===== config.mk =====
export PLATFORM = sky130hd
export DESIGN_NAME = mux_nto1_scan_flat
export DESIGN_NICKNAME = d
export VERILOG_FILES = /design/src/rtl/mux_nto1_scan_if.sv /design/src/rtl/mux_nto1_scan.sv /design/src/flat_wrapper.sv
export SDC_FILE = /design/constraint.sdc
export NUM_CORES = 1
export LEC_CHECK = 0
export CAP_MARGIN = 25
export CORE_ASPECT_RATIO = 1.1
export CORE_MARGIN = 4
export CORE_UTILIZATION = 30
export CTS_BUF_LIST = sky130_fd_sc_hd__clkbuf_8
export DETAILED_ROUTE_END_ITERATION = 16
export GPL_ROUTABILITY_DRIVEN = 1
export PLACE_DENSITY_LB_ADDON = 0.3
export SETUP_SLACK_MARGIN = 0.2
export SLEW_MARGIN = 10
export SYNTH_ARGS = -nofsm -noshare
export SYNTH_HDL_FRONTEND = slang
export SYNTH_SLANG_ARGS = --single-unit

===== constraint.sdc =====
create_clock -name i_clk -period 4.4 [get_ports i_clk]
set_input_delay 0.88 -clock i_clk [delete_from_list [all_inputs] [get_ports i_clk]]
set_output_delay 0.88 -clock i_clk [all_outputs]
set_load 0.03 [all_outputs]

===== src/rtl/mux_nto1_scan_if.sv =====
// Channel bus, select controls and registered outputs of the N-to-1 scan multiplexer.
// The master drives the channels and controls; the slave (the mux) drives the outputs.
interface mux_nto1_scan_if #(
   parameter int unsigned WIDTH  = 4,
   parameter int unsigned NUM_CH = 4,
   parameter int unsigned SEL_W  = 2
);
   logic [NUM_CH*WIDTH-1:0] i_in_bus;
   logic [SEL_W-1:0]        i_sel;
   logic                    i_mode;
   logic                    i_hold;
   logic [WIDTH-1:0]        o_out;
   logic [SEL_W-1:0]        o_out_ch;
   logic                    o_out_vld;
   logic                    o_ch_chg;

   modport master (
      output i_in_bus, i_sel, i_mode, i_hold,
      input  o_out, o_out_ch, o_out_vld, o_ch_chg
   );

   modport slave (
      input  i_in_bus, i_sel, i_mode, i_hold,
      output o_out, o_out_ch, o_out_vld, o_ch_chg
   );
endinterface


===== src/rtl/mux_nto1_scan.sv =====
// N-to-1 multiplexer with registered output: MANUAL mode follows i_sel,
// SCAN mode steps round-robin through all channels, DWELL cycles per channel.
module mux_nto1_scan #(
   parameter int unsigned WIDTH  = 4,
   parameter int unsigned NUM_CH = 4,
   parameter int unsigned SEL_W  = 2,
   parameter int unsigned DWELL  = 4
) (
   input  logic           i_clk,
   input  logic           i_rst_n,
   mux_nto1_scan_if.slave bus
);
   localparam int unsigned DW_W = (DWELL > 1) ? $clog2(DWELL) : 1;
   localparam logic [SEL_W-1:0] LastCh = SEL_W'(NUM_CH - 1);
   localparam logic [DW_W-1:0]  LastDw = DW_W'(DWELL - 1);

   typedef enum logic {StManual, StScan} state_e;

   state_e           r_state,   w_state_d;
   logic [SEL_W-1:0] r_ch_cnt,  w_ch_cnt_d;
   logic [DW_W-1:0]  r_dw_cnt,  w_dw_cnt_d;
   logic [WIDTH-1:0] r_out,     w_out_d;
   logic [SEL_W-1:0] r_out_ch,  w_out_ch_d;
   logic             r_out_vld, w_out_vld_d;
   logic             r_ch_chg,  w_ch_chg_d;

   logic [SEL_W-1:0] w_adv_ch;
   logic [DW_W-1:0]  w_adv_dw;

   // Out-of-range indices (NUM_CH not a power of two) yield zero.
   function automatic logic [WIDTH-1:0] pick(input logic [SEL_W-1:0]        idx,
                                             input logic [NUM_CH*WIDTH-1:0] bus_v);
      logic [WIDTH-1:0] res;
      res = '0;
      for (int k = 0; k < int'(NUM_CH); k++) begin
         if (SEL_W'(k) == idx) res = bus_v[k*WIDTH +: WIDTH];
      end
      return res;
   endfunction

   always_comb begin
      w_adv_ch = r_ch_cnt;
      w_adv_dw = r_dw_cnt + DW_W'(1);
      if (r_dw_cnt == LastDw) begin
         w_adv_dw = '0;
         w_adv_ch = (r_ch_cnt == LastCh) ? '0 : r_ch_cnt + SEL_W'(1);
      end
   end

   // Scan counters name the channel currently on o_out, so out loads from the advanced count.
   always_comb begin
      w_state_d   = r_state;
      w_ch_cnt_d  = r_ch_cnt;
      w_dw_cnt_d  = r_dw_cnt;
      w_out_d     = r_out;
      w_out_ch_d  = r_out_ch;
      w_out_vld_d = r_out_vld;
      if (!bus.i_hold) begin
         if (bus.i_mode) begin
            w_state_d   = StScan;
            w_out_vld_d = 1'b1;
            if (r_state == StManual) begin
               w_ch_cnt_d = '0;
               w_dw_cnt_d = '0;
            end else begin
               w_ch_cnt_d = w_adv_ch;
               w_dw_cnt_d = w_adv_dw;
            end
            w_out_d    = pick(w_ch_cnt_d, bus.i_in_bus);
            w_out_ch_d = w_ch_cnt_d;
         end else begin
            w_state_d   = StManual;
            w_out_d     = pick(bus.i_sel, bus.i_in_bus);
            w_out_ch_d  = bus.i_sel;
            w_out_vld_d = (bus.i_sel <= LastCh);
         end
      end
      w_ch_chg_d = (w_out_ch_d != r_out_ch) && !bus.i_hold;
   end

   always_ff @(posedge i_clk or negedge i_rst_n) begin
      if (!i_rst_n) begin
         r_state   <= StManual;
         r_ch_cnt  <= '0;
         r_dw_cnt  <= '0;
         r_out     <= '0;
         r_out_ch  <= '0;
         r_out_vld <= 1'b0;
         r_ch_chg  <= 1'b0;
      end else begin
         r_state   <= w_state_d;
         r_ch_cnt  <= w_ch_cnt_d;
         r_dw_cnt  <= w_dw_cnt_d;
         r_out     <= w_out_d;
         r_out_ch  <= w_out_ch_d;
         r_out_vld <= w_out_vld_d;
         r_ch_chg  <= w_ch_chg_d;
      end
   end

   assign bus.o_out     = r_out;
   assign bus.o_out_ch  = r_out_ch;
   assign bus.o_out_vld = r_out_vld;
   assign bus.o_ch_chg  = r_ch_chg;
endmodule


===== src/flat_wrapper.sv =====
// flat-port wrapper written by rule: the top's interface ports become plain ports
module mux_nto1_scan_flat 
#(
   parameter int unsigned WIDTH  = 4,
   parameter int unsigned NUM_CH = 4,
   parameter int unsigned SEL_W  = 2,
   parameter int unsigned DWELL  = 4
)
  (i_clk, i_rst_n, bus_i_in_bus, bus_i_sel, bus_i_mode, bus_i_hold, bus_o_out, bus_o_out_ch, bus_o_out_vld, bus_o_ch_chg);
  mux_nto1_scan_if #(.WIDTH(WIDTH), .NUM_CH(NUM_CH), .SEL_W(SEL_W)) bus_i ();
  input  logic i_clk;
  input  logic i_rst_n;
  input wire logic [$bits(bus_i.i_in_bus)-1:0] bus_i_in_bus;
  input wire logic [$bits(bus_i.i_sel)-1:0] bus_i_sel;
  input wire logic [$bits(bus_i.i_mode)-1:0] bus_i_mode;
  input wire logic [$bits(bus_i.i_hold)-1:0] bus_i_hold;
  output wire logic [$bits(bus_i.o_out)-1:0] bus_o_out;
  output wire logic [$bits(bus_i.o_out_ch)-1:0] bus_o_out_ch;
  output wire logic [$bits(bus_i.o_out_vld)-1:0] bus_o_out_vld;
  output wire logic [$bits(bus_i.o_ch_chg)-1:0] bus_o_ch_chg;
  assign bus_i.i_in_bus = bus_i_in_bus;
  assign bus_i.i_sel = bus_i_sel;
  assign bus_i.i_mode = bus_i_mode;
  assign bus_i.i_hold = bus_i_hold;
  assign bus_o_out = bus_i.o_out;
  assign bus_o_out_ch = bus_i.o_out_ch;
  assign bus_o_out_vld = bus_i.o_out_vld;
  assign bus_o_ch_chg = bus_i.o_ch_chg;
  mux_nto1_scan #(.WIDTH(WIDTH), .NUM_CH(NUM_CH), .SEL_W(SEL_W), .DWELL(DWELL)) u_core (.i_clk(i_clk), .i_rst_n(i_rst_n), .bus(bus_i));
endmodule

==> metrics.txt, run 1 <==
outcome finished clean; WL/cell 14.8 um; root buf cell clkbuf_8; synthesized area 910 um2; Pleak 0.507 nW; placed cells 139; final worst slack 2.04 ns; PD cells 276 nW/um2; most common cell after layout, fill and taps aside clkdlybuf4s50_1; area grow syn2layout 38.5%; internal reg-to-reg setup slack 2.71 ns; worst-path fanout max 14; RSZ-0062 raised after global routing no; Initial Util 32.2%; setup TNS 0 ns; Placement Setup Slack 1.78 ns; Synth Warn # 0; min cycle time layout 2.36 ns; crit path DAT 2.49 ns; Post-CTS Hold Buffers 0; syn_area_per_cell 11.2 um2; Multi-input gate area 543 um2; Seq/Total Area, Yosys 35.8%; Post-Route WL 2.12 mm; Syn Nets 105; Seq. cell area 325 um2; Final Slew Violations 0; Mapped Cells 81; CP max-delay cell clkdlybuf4s50_1; Netlist cell types 28; placed instance area 1210 um2; via count 734; drt drc 0; Critical Path Start Type primary input; initial antenna violation count 0; share of power burned in registers 41.1%; CTS tree done; CTS buffer count 3; DIE AREA 3980 um2; CTS sink count 13; MaxCap Viol Count 0; DR vias/cell 5.13; combinational group share of total power 29.4%; Worst-Margin Slew 0.601 ns; Inserted Diodes 0; fin crit share 53.7%; final setup vio count 0; Worst Hold Class flop to flop; Clock power frac 29.5%; RePlAce Congestion 0.704; placed wire-length estimate 1.66 mm; register bit total from synthesis 13; switching portion of total power 28.9%; post-CTS setup buffers 0; post-route core utilization 44.6%; post-route cell area 1260 um2; Setup CP Type primary input to flop; Max Freq 424 MHz; commonest non-fill, non-tap cells in the layout 29 x clkdlybuf4s50_1, 13 x dfrtp_1, 7 x nand2_1, 7 x mux2i_1, 7 x o21ai_1; r2r startpoint u_core.r_ch_cnt[0]$_DFFE_PN0P_; R2R cell count 5; total track usage 12.2%; first-pass GRT wire length 3.51 mm; Worst-path clk slew 0.05 ns; Worst slew margin 59.8%; share of layout cells above drive strength 1 19.1%; H-tree depth 1; post-route ant nets 0; Detailed Routing Iterations Pass 1 4; Core Area 2830 um2; non-filler cells in the finished layout 143; Crit Reg-Reg Endpoint u_core.bus.o_ch_chg$_DFF_PN0_; WHS Path Cells 1; Final Hold Vio Count 0; Psw 0.000100 W; grt total ovfl 0; I/O Buffers 29; Starting DRT DRC Count 9; fill cell count 277; CP endpoint kind flop; worst clock skew 0.00118 ns; I/O pin cnt 30; Slowest Stage Delay on Critical Path 0.77 ns; Die Width 60.5 um; Die Height 65.8 um; # resized after CTS 0; final net count 135; internal power 0.000247 W; Clock Path Buffers 2; crit path cell chain clkdlybuf4s50_1, nand2b_1, mux2_2; Row Count 20; CP Data Required Time 4.52 ns; hold path start u_core.bus.o_out_vld$_DFFE_PN0N_; Hold Path End u_core.bus.o_out_vld$_DFFE_PN0N_; Peak supply drop 120 uV; Clock Latency Late Sink 0.24 ns; number of global-route vias before repair 766; largest net degree at the start of global routing 15
final cells by class:
class / instances / area share [%]
Tap cell: 33 / 3.28
Timing Repair Buffer: 30 / 23.6
Sequential cell: 13 / 25.8
Clock inverter: 1 / 0.298
Clock buffer: 3 / 3.28
Inverter: 2 / 0.596
Multi-Input combinational cell: 61 / 43.1
power groups by stage:
stage | combinational [W] | sequential (W) | clock [W]
2_1_floorplan | 0.0000405 | 0.000158 | 0
3_3_place_gp | 0.000102 | 0.000145 | 0
3_5_place_dp | 0.000104 | 0.000145 | 0
4_1_cts | 0.000104 | 0.000143 | 0.000107
5_1_grt | 0.000111 | 0.000145 | 0.000114
6_report | 0.000102 | 0.000143 | 0.000102
kinds of logic after synthesis:
logic type      share of synthesized area (%)
simple gates                             14.7
buf+inv                                  4.54
compound gates                           21.7
mux                                      20.5
flops                                    35.8
fa+ha+maj                                2.75
worst max-delay path by stage:
stage                 startpoint                              end  depth (start not counted)
floorplan           bus_i_sel[0]  u_core.bus.o_out[0]$_DFFE_PN0N_                          3
global placement      bus_i_hold   u_core.r_ch_cnt[0]$_DFFE_PN0P_                          3
detailed placement    bus_i_hold   u_core.r_ch_cnt[0]$_DFFE_PN0P_                          3
CTS                   bus_i_hold   u_core.r_ch_cnt[0]$_DFFE_PN0P_                          3
global route          bus_i_hold   u_core.r_ch_cnt[0]$_DFFE_PN0P_                          3
finish                bus_i_hold   u_core.r_ch_cnt[0]$_DFFE_PN0P_                          3
synthesized netlist by cell type (all sizes together):
master / count / area (um2)
dfrtp: 13 / 325
nand2: 8 / 32.5
mux2i: 7 / 70.1
o21ai: 7 / 35.0
a211oi: 4 / 50.1
a21o: 4 / 30.0
a22oi: 4 / 30.0
and3: 4 / 45.0
buf: 4 / 30.0
mux4: 4 / 90.1
nand2b: 3 / 18.8
nor2: 3 / 11.3
ha: 2 / 25.0
inv: 2 / 7.51
mux2: 2 / 26.3
nor2b: 2 / 12.5
a2111o: 1 / 11.3
a21oi: 1 / 5.00
a31oi: 1 / 21.3
clkbuf: 1 / 3.75
nand3b: 1 / 7.51
o211ai: 1 / 7.51
o31ai: 1 / 7.51
or2: 1 / 6.26
per-layer routing:
metal  part of all wire (%)  global-route usage (%)  vias up
li1                       -                       -      367
met1                     42                    14.3      336
met2                     48                    20.3       27
met3                    7.3                    3.14        4
met4                    2.2                    5.69        0
met5                      0                       0        -
critical path, delay by kind of cell:
kind	cells	cell delay, ns
buf+inv	1	0.77
simple gates	1	0.44
mux	1	0.38
per-stage QoR:
stage / hold WS (ns) / power, W
2_1_floorplan: 0.460 / 0.000198
3_3_place_gp: 0.462 / 0.000246
3_5_place_dp: 0.460 / 0.000249
4_1_cts: 0.477 / 0.000354
5_1_grt: 0.519 / 0.000370
6_report: 0.474 / 0.000348
state kept, by name (all words and copies together), names as in the netlist:
register	count
u_core.bus.o_ch_chg	1
u_core.bus.o_out_vld	1
u_core.r_state	1
u_core.bus.o_out_ch	2
u_core.bus.o_out	4
u_core.r_dw_cnt	2
u_core.r_ch_cnt	2
(Power assumes the default switching activity.)
==> run 2, diff against run 1 <==
==> constraint.sdc (replaced) <==
create_clock -name i_clk -period 2.3 [get_ports i_clk]
set_input_delay 0.46 -clock i_clk [delete_from_list [all_inputs] [get_ports i_clk]]
set_output_delay 0.46 -clock i_clk [all_outputs]
set_load 0.03 [all_outputs]
==> run 2 against run 1 <==
Compared with the run above:
- critical path type unchanged
- worst hold slack got worse by 0.012 ns
- via count up 4.0%
- cell area up 1.2%
- die area unchanged
- combinational power rose by 95%
- global-route usage up 0.85 points
- wire length grew 4.5%
==> metrics.txt, run 2 (same netlist as run 1, synthesis figures left out) <==
outcome finished clean; Die Height 65.8 um (unchanged); share of layout cells above drive strength 1 20.5% (+1.4 points); largest net degree at the start of global routing 14 (-1); Core Area 2830 um2 (unchanged); Post-Route WL 2.22 mm (+4.5%); via count 763 (+4.0%); final worst slack 0.512 ns (-1.53 ns); Starting DRT DRC Count 35 (+26); Setup CP Type primary input to flop; CP max-delay cell clkdlybuf4s50_1; max reg flops 4 (unchanged); WHS 0.463 ns (-0.0119 ns); Final Hold Vio Count 0 (unchanged); total chip power 0.000677 W (+95%); Critical Path Start Type primary input; initial antenna violation count 0 (unchanged); Worst Hold Class flop to flop; Worst-path clk slew 0.06 ns (about the same); grt total ovfl 0 (unchanged); Final Slew Violations 0 (unchanged); final setup vio count 0 (unchanged); Post-CTS Hold Buffers 0 (unchanged); # resized after CTS 0 (unchanged); root buf cell clkbuf_8; Pleak 0.516 nW (+1.8%); MaxCap Viol Count 0 (unchanged); RePlAce Congestion 0.731 (+3.9%); RSZ-0062 raised after global routing no; CTS buffer count 3 (unchanged); DIE AREA 3980 um2 (unchanged); Die Width 60.5 um (unchanged); Clock Path Buffers 2 (unchanged); most common cell after layout, fill and taps aside clkdlybuf4s50_1; I/O Buffers 29 (unchanged); fin crit share 77.7%; post-route cell area 1270 um2 (+1.2%); crit path cell chain clkdlybuf4s50_1, mux4_2, a22oi_1, o21ai_1; Worst-Margin Slew 0.600 ns (-0.000669 ns); Crit path max-delay family buffers and inverters; post-CTS setup buffers 0 (unchanged); CP endpoint kind flop; H-tree depth 1 (unchanged); fill cell count 273 (-1.4%); Detailed Routing Iterations Pass 1 4 (unchanged); Placement Setup Slack 0.226 ns (-1.55 ns); Slowest Stage Delay on Critical Path 0.66 ns (-0.11 ns); setup TNS 0 ns (unchanged); Worst slew margin 59.9% (about the same); placed wire-length estimate 1.62 mm (-2.0%); PD cells 531 nW/um2 (+92%); worst-path fanout max 5 (-9); number of global-route vias before repair 802 (+4.7%); final net count 137 (+1.5%); total track usage 13.0% (+0.85 points); area grow syn2layout 40.2%; first-pass GRT wire length 3.75 mm (+7.1%); Peak supply drop 285 uV (+140%); Initial Util 32.2% (unchanged); Row Count 20 (unchanged); DR vias/cell 5.26 (+2.5%); commonest non-fill, non-tap cells in the layout 29 x clkdlybuf4s50_1, 13 x dfrtp_1, 7 x nand2_1, 7 x mux2i_1, 7 x o21ai_1; post-route ant nets 0 (unchanged); Inserted Diodes 0 (unchanged); Clock Latency Late Sink 0.24 ns (about the same); CP bufs+invs 1 (unchanged); crit path DAT 1.92 ns (-0.57 ns); worst clock skew 0.00246 ns (+0.00128 ns); min cycle time layout 1.79 ns; drt drc 0 (unchanged); CP Data Required Time 2.43 ns (-2.09 ns); placed instance area 1230 um2 (+1.2%); WL/cell 15.3 um (+3.1%); CTS sink count 13 (unchanged); I/O pin cnt 30 (unchanged); CTS tree done; Max Freq 559 MHz
==> run 2: final timing paths <==
path	start	endpoint	slack, ns	depth (start not counted)
max	bus_i_sel[0]	u_core.bus.o_out[0]$_DFFE_PN0N_	0.51	4
min	u_core.bus.o_out_vld$_DFFE_PN0N_	u_core.bus.o_out_vld$_DFFE_PN0N_	0.46	1
max reg2reg	u_core.r_ch_cnt[0]$_DFFE_PN0P_	u_core.bus.o_ch_chg$_DFF_PN0_	0.57	5
min reg2reg	u_core.bus.o_out_vld$_DFFE_PN0N_	u_core.bus.o_out_vld$_DFFE_PN0N_	0.46	1
max in group asynchronous	i_rst_n	u_core.r_ch_cnt[0]$_DFFE_PN0P_	1.32	1
min in group asynchronous	i_rst_n	u_core.r_ch_cnt[1]$_DFFE_PN0P_	0.59	1
==> run 2: per-stage QoR <==
step / utilization (%) / std cells
floorplan: - / 81
global placement: 43.5 / 141
detailed placement: 43.5 / 141
CTS: 45.1 / 145
global route: 45.1 / 145
finish: 45.1 / 145
==> run 2: where the power goes <==
part | internal (W) | leakage, nW | switching, W | total [W]
Combinational | 0.000105 | 0.327 | 0.0000940 | 0.000199
Clock | 0.000118 | 0.0269 | 0.0000865 | 0.000205
Sequential | 0.000253 | 0.162 | 0.0000204 | 0.000273
Total | 0.000476 | 0.516 | 0.000201 | 0.000677
==> run 2: worst register-to-register path: stages, from the launching register on <==
cell and delay [ns]:
dfrtp_1 0.41, ha_1 0.31, mux2_4 0.35, a31oi_4 0.22
mux2i_1 0.21, o211ai_1 0.10
==> run 2: final cells by class <==
cell class	count	area, um2	area share, %
Inverter	2	7.51	0.589
Tap cell	33	41.3	3.24
Timing Repair Buffer	32	313	24.5
Multi-Input combinational cell	61	543	42.6
Sequential cell	13	325	25.5
Clock inverter	1	3.75	0.294
Clock buffer	3	41.3	3.24
==> run 2: routing by layer <==
| layer | wire (um) | part of all wire [%] | up-vias | global-route usage [%] |
|---|---|---|---|---|
| li1 | - | - | 369 | - |
| met1 | 975 | 44 | 362 | 16.3 |
| met2 | 1040 | 47 | 28 | 20.3 |
| met3 | 141 | 6.4 | 4 | 2.36 |
| met4 | 63 | 2.8 | 0 | 8.13 |
| met5 | 0 | 0 | - | 0 |
==> run 3, diff against run 2 <==
==> constraint.sdc (replaced) <==
create_clock -name i_clk -period 1.9 [get_ports i_clk]
set_input_delay 0.38 -clock i_clk [delete_from_list [all_inputs] [get_ports i_clk]]
set_output_delay 0.38 -clock i_clk [all_outputs]
set_load 0.03 [all_outputs]
==> run 3 against run 2 <==
Compared with the run above:
- clock skew down 0.00079 ns
- cell area increased by 5.2%
- largest cell class unchanged
- sequential power rose by 19%
- wire length grew 2.3%
- clock-buffer cell count did not move
- via count increased by 2.9%
- combinational power grew 27%
- critical endpoint is now bus_o_out[0]
- highest routed layer unchanged
==> metrics.txt, run 3 (same netlist as run 1, synthesis figures left out) <==
outcome finished clean; CTS sink count 13 (unchanged); Clock power frac 30.1% (about the same); Peak supply drop 271 uV (-5.1%); MaxCap Viol Count 0 (unchanged); most common cell after layout, fill and taps aside clkdlybuf4s50_1; commonest non-fill, non-tap cells in the layout 24 x clkdlybuf4s50_1, 13 x dfrtp_1; CTS buffer count 3 (unchanged); Clock Path Buffers 2 (unchanged); combinational group share of total power 30.5% (+1.1 points); crit path from u_core.bus.o_out[0]$_DFFE_PN0N_; largest net degree at the start of global routing 14 (unchanged); Core Area 2830 um2 (unchanged); I/O pin cnt 30 (unchanged); Final Hold Vio Count 0 (unchanged); Worst Hold Class flop to flop; metal3 WL 179 um (+27%); Setup CP Type flop to output port; final setup vio count 0 (unchanged); CP max-delay cell clkdlybuf4s50_1; Metal-1 WL 955 um (-2.1%); I/O Buffers 29 (unchanged); post-route core utilization 47.4% (+2.3 points); RePlAce Congestion 0.727 (-0.49%); placed wire-length estimate 1.63 mm (+0.37%); Initial Util 32.2% (unchanged); Final Slew Violations 0 (unchanged); number of global-route vias before repair 852 (+6.2%); CP Data Required Time 1.52 ns (-0.91 ns); drt drc 0 (unchanged); Clock Latency Late Sink 0.24 ns (about the same); Critical Path Start Type flop; switching portion of total power 29.7% (-0.035 points); Pleak 0.588 nW (+14%); Detailed Routing Iterations Pass 1 4 (unchanged); non-filler cells in the finished layout 150 (+3.4%); initial antenna violation count 0 (unchanged); Met2 Wirelength 1.08 mm (+4.1%); Inserted Diodes 0 (unchanged); Die Height 65.8 um (unchanged); Starting DRT DRC Count 19 (-46%); root buf cell clkbuf_8; worst-path fanout max 2 (-3); Max Used Layer met4; DIE AREA 3980 um2 (unchanged); total track usage 13.5% (+0.51 points); CP bufs+invs 1 (unchanged); final net count 142 (+3.6%); Die Width 60.5 um (unchanged); r2r startpoint u_core.r_dw_cnt[0]$_DFFE_PN0P_; Worst-Margin Slew 0.600 ns (-0.000404 ns); Worst slew margin 59.9% (about the same); CTS tree done; fin crit share 87.0%; share of layout cells above drive strength 1 26.5% (+6.0 points); max reg flops 4 (unchanged); DR vias/cell 5.23 (-0.55%); Worst-path clk slew 0.06 ns (about the same); crit path cell chain clkdlybuf4s50_1; Crit path max-delay family buffers and inverters; min cycle time layout 1.65 ns; first-pass GRT wire length 3.88 mm (+3.5%); post-route ant nets 0 (unchanged); crit path DAT 1.27 ns (-0.65 ns); PD cells 616 nW/um2 (+16%); Psw 0.000245 W (+22%); internal power 0.000582 W (+22%); RSZ-0062 raised after global routing no; setup TNS 0 ns (unchanged); H-tree depth 1 (unchanged); via count 785 (+2.9%); placed cells 142 (+0.71%); Max Freq 605 MHz; CP endpoint kind output port; Post-Route WL 2.27 mm (+2.3%); grt total ovfl 0 (unchanged); WL/cell 15.1 um (-1.1%); Slowest Stage Delay on Critical Path 0.67 ns (about the same); hold path start u_core.bus.o_out_vld$_DFFE_PN0N_; share of power burned in registers 39.4% (-1.0 points); Row Count 20 (unchanged); area grow syn2layout 47.5%; worst clock skew 0.00167 ns (-0.000792 ns)
## run 3: changes by cell type in the layout (fill, tap and decap cells not counted), sizes merged
cell / before / now
buf: 3 / 7
mux2: 2 / 3
clkdlybuf4s50: 29 / 24
dlymetal6s2s: 0 / 4
clkinv: 0 / 1
inv: 3 / 2
dlygate4sd2: 0 / 1
## run 3: cell type report
type,count,area (um2)
multi-input combinational,62,569
clock buffer,3,41.3
inverter,2,7.51
clock inverter,1,5.00
tap,33,41.3
sequential,13,325
timing repair buffer,36,352
fill,264,1490
## run 3: final timing paths
path / to / slack (ns) / depth (start not counted)
setup reg to reg: u_core.bus.o_ch_chg$_DFF_PN0_ / 0.28 / 5
setup / recovery: bus_o_out[0] / 0.25 / 1
hold / removal: u_core.bus.o_out_vld$_DFFE_PN0N_ / 0.46 / 1
hold reg to reg: u_core.bus.o_out_vld$_DFFE_PN0N_ / 0.46 / 1
max in group asynchronous: u_core.bus.o_out[1]$_DFFE_PN0N_ / 1.00 / 1
min in group asynchronous: u_core.bus.o_out_vld$_DFFE_PN0N_ / 0.51 / 1
## run 3: metal layers
metal  vias up  track usage [%]
li1        378                -
met1       375             16.4
met2        28             21.2
met3         4             3.34
met4         0             8.13
met5         -                0
## run 3: power by group through the flow
stage | Sequential (W) | Combinational (W) | Clock, W
6_report | 0.000325 | 0.000252 | 0.000249
3_3_place_gp | 0.000329 | 0.000247 | 0
2_1_floorplan | 0.000365 | 0.0000939 | 0
4_1_cts | 0.000326 | 0.000254 | 0.000256
5_1_grt | 0.000330 | 0.000275 | 0.000272
3_5_place_dp | 0.000330 | 0.000251 | 0
## run 3: per-stage QoR
step	power, W	setup slack [ns]	hold slack [ns]	area (um2)
after floorplan	0.000459	0.253	0.0844	910
after global placement	0.000576	-0.0441	0.452	1240
after detailed placement	0.000582	-0.0771	0.451	1240
after CTS	0.000836	0.204	0.469	1310
after global routing	0.000877	0.201	0.505	1340
final	0.000827	0.247	0.465	1340
## run 3: repair_timing
| item | 4_1_cts | 5_1_grt |
|---|---|---|
| resized for setup | 1 | 6 |
| pin swaps | 1 | 0 |
| hold buffers | 0 | 0 |
| setup buffers | 2 | 1 |
| cloned | 1 | 0 |
| setup endpoints to repair | 3 | 9 |
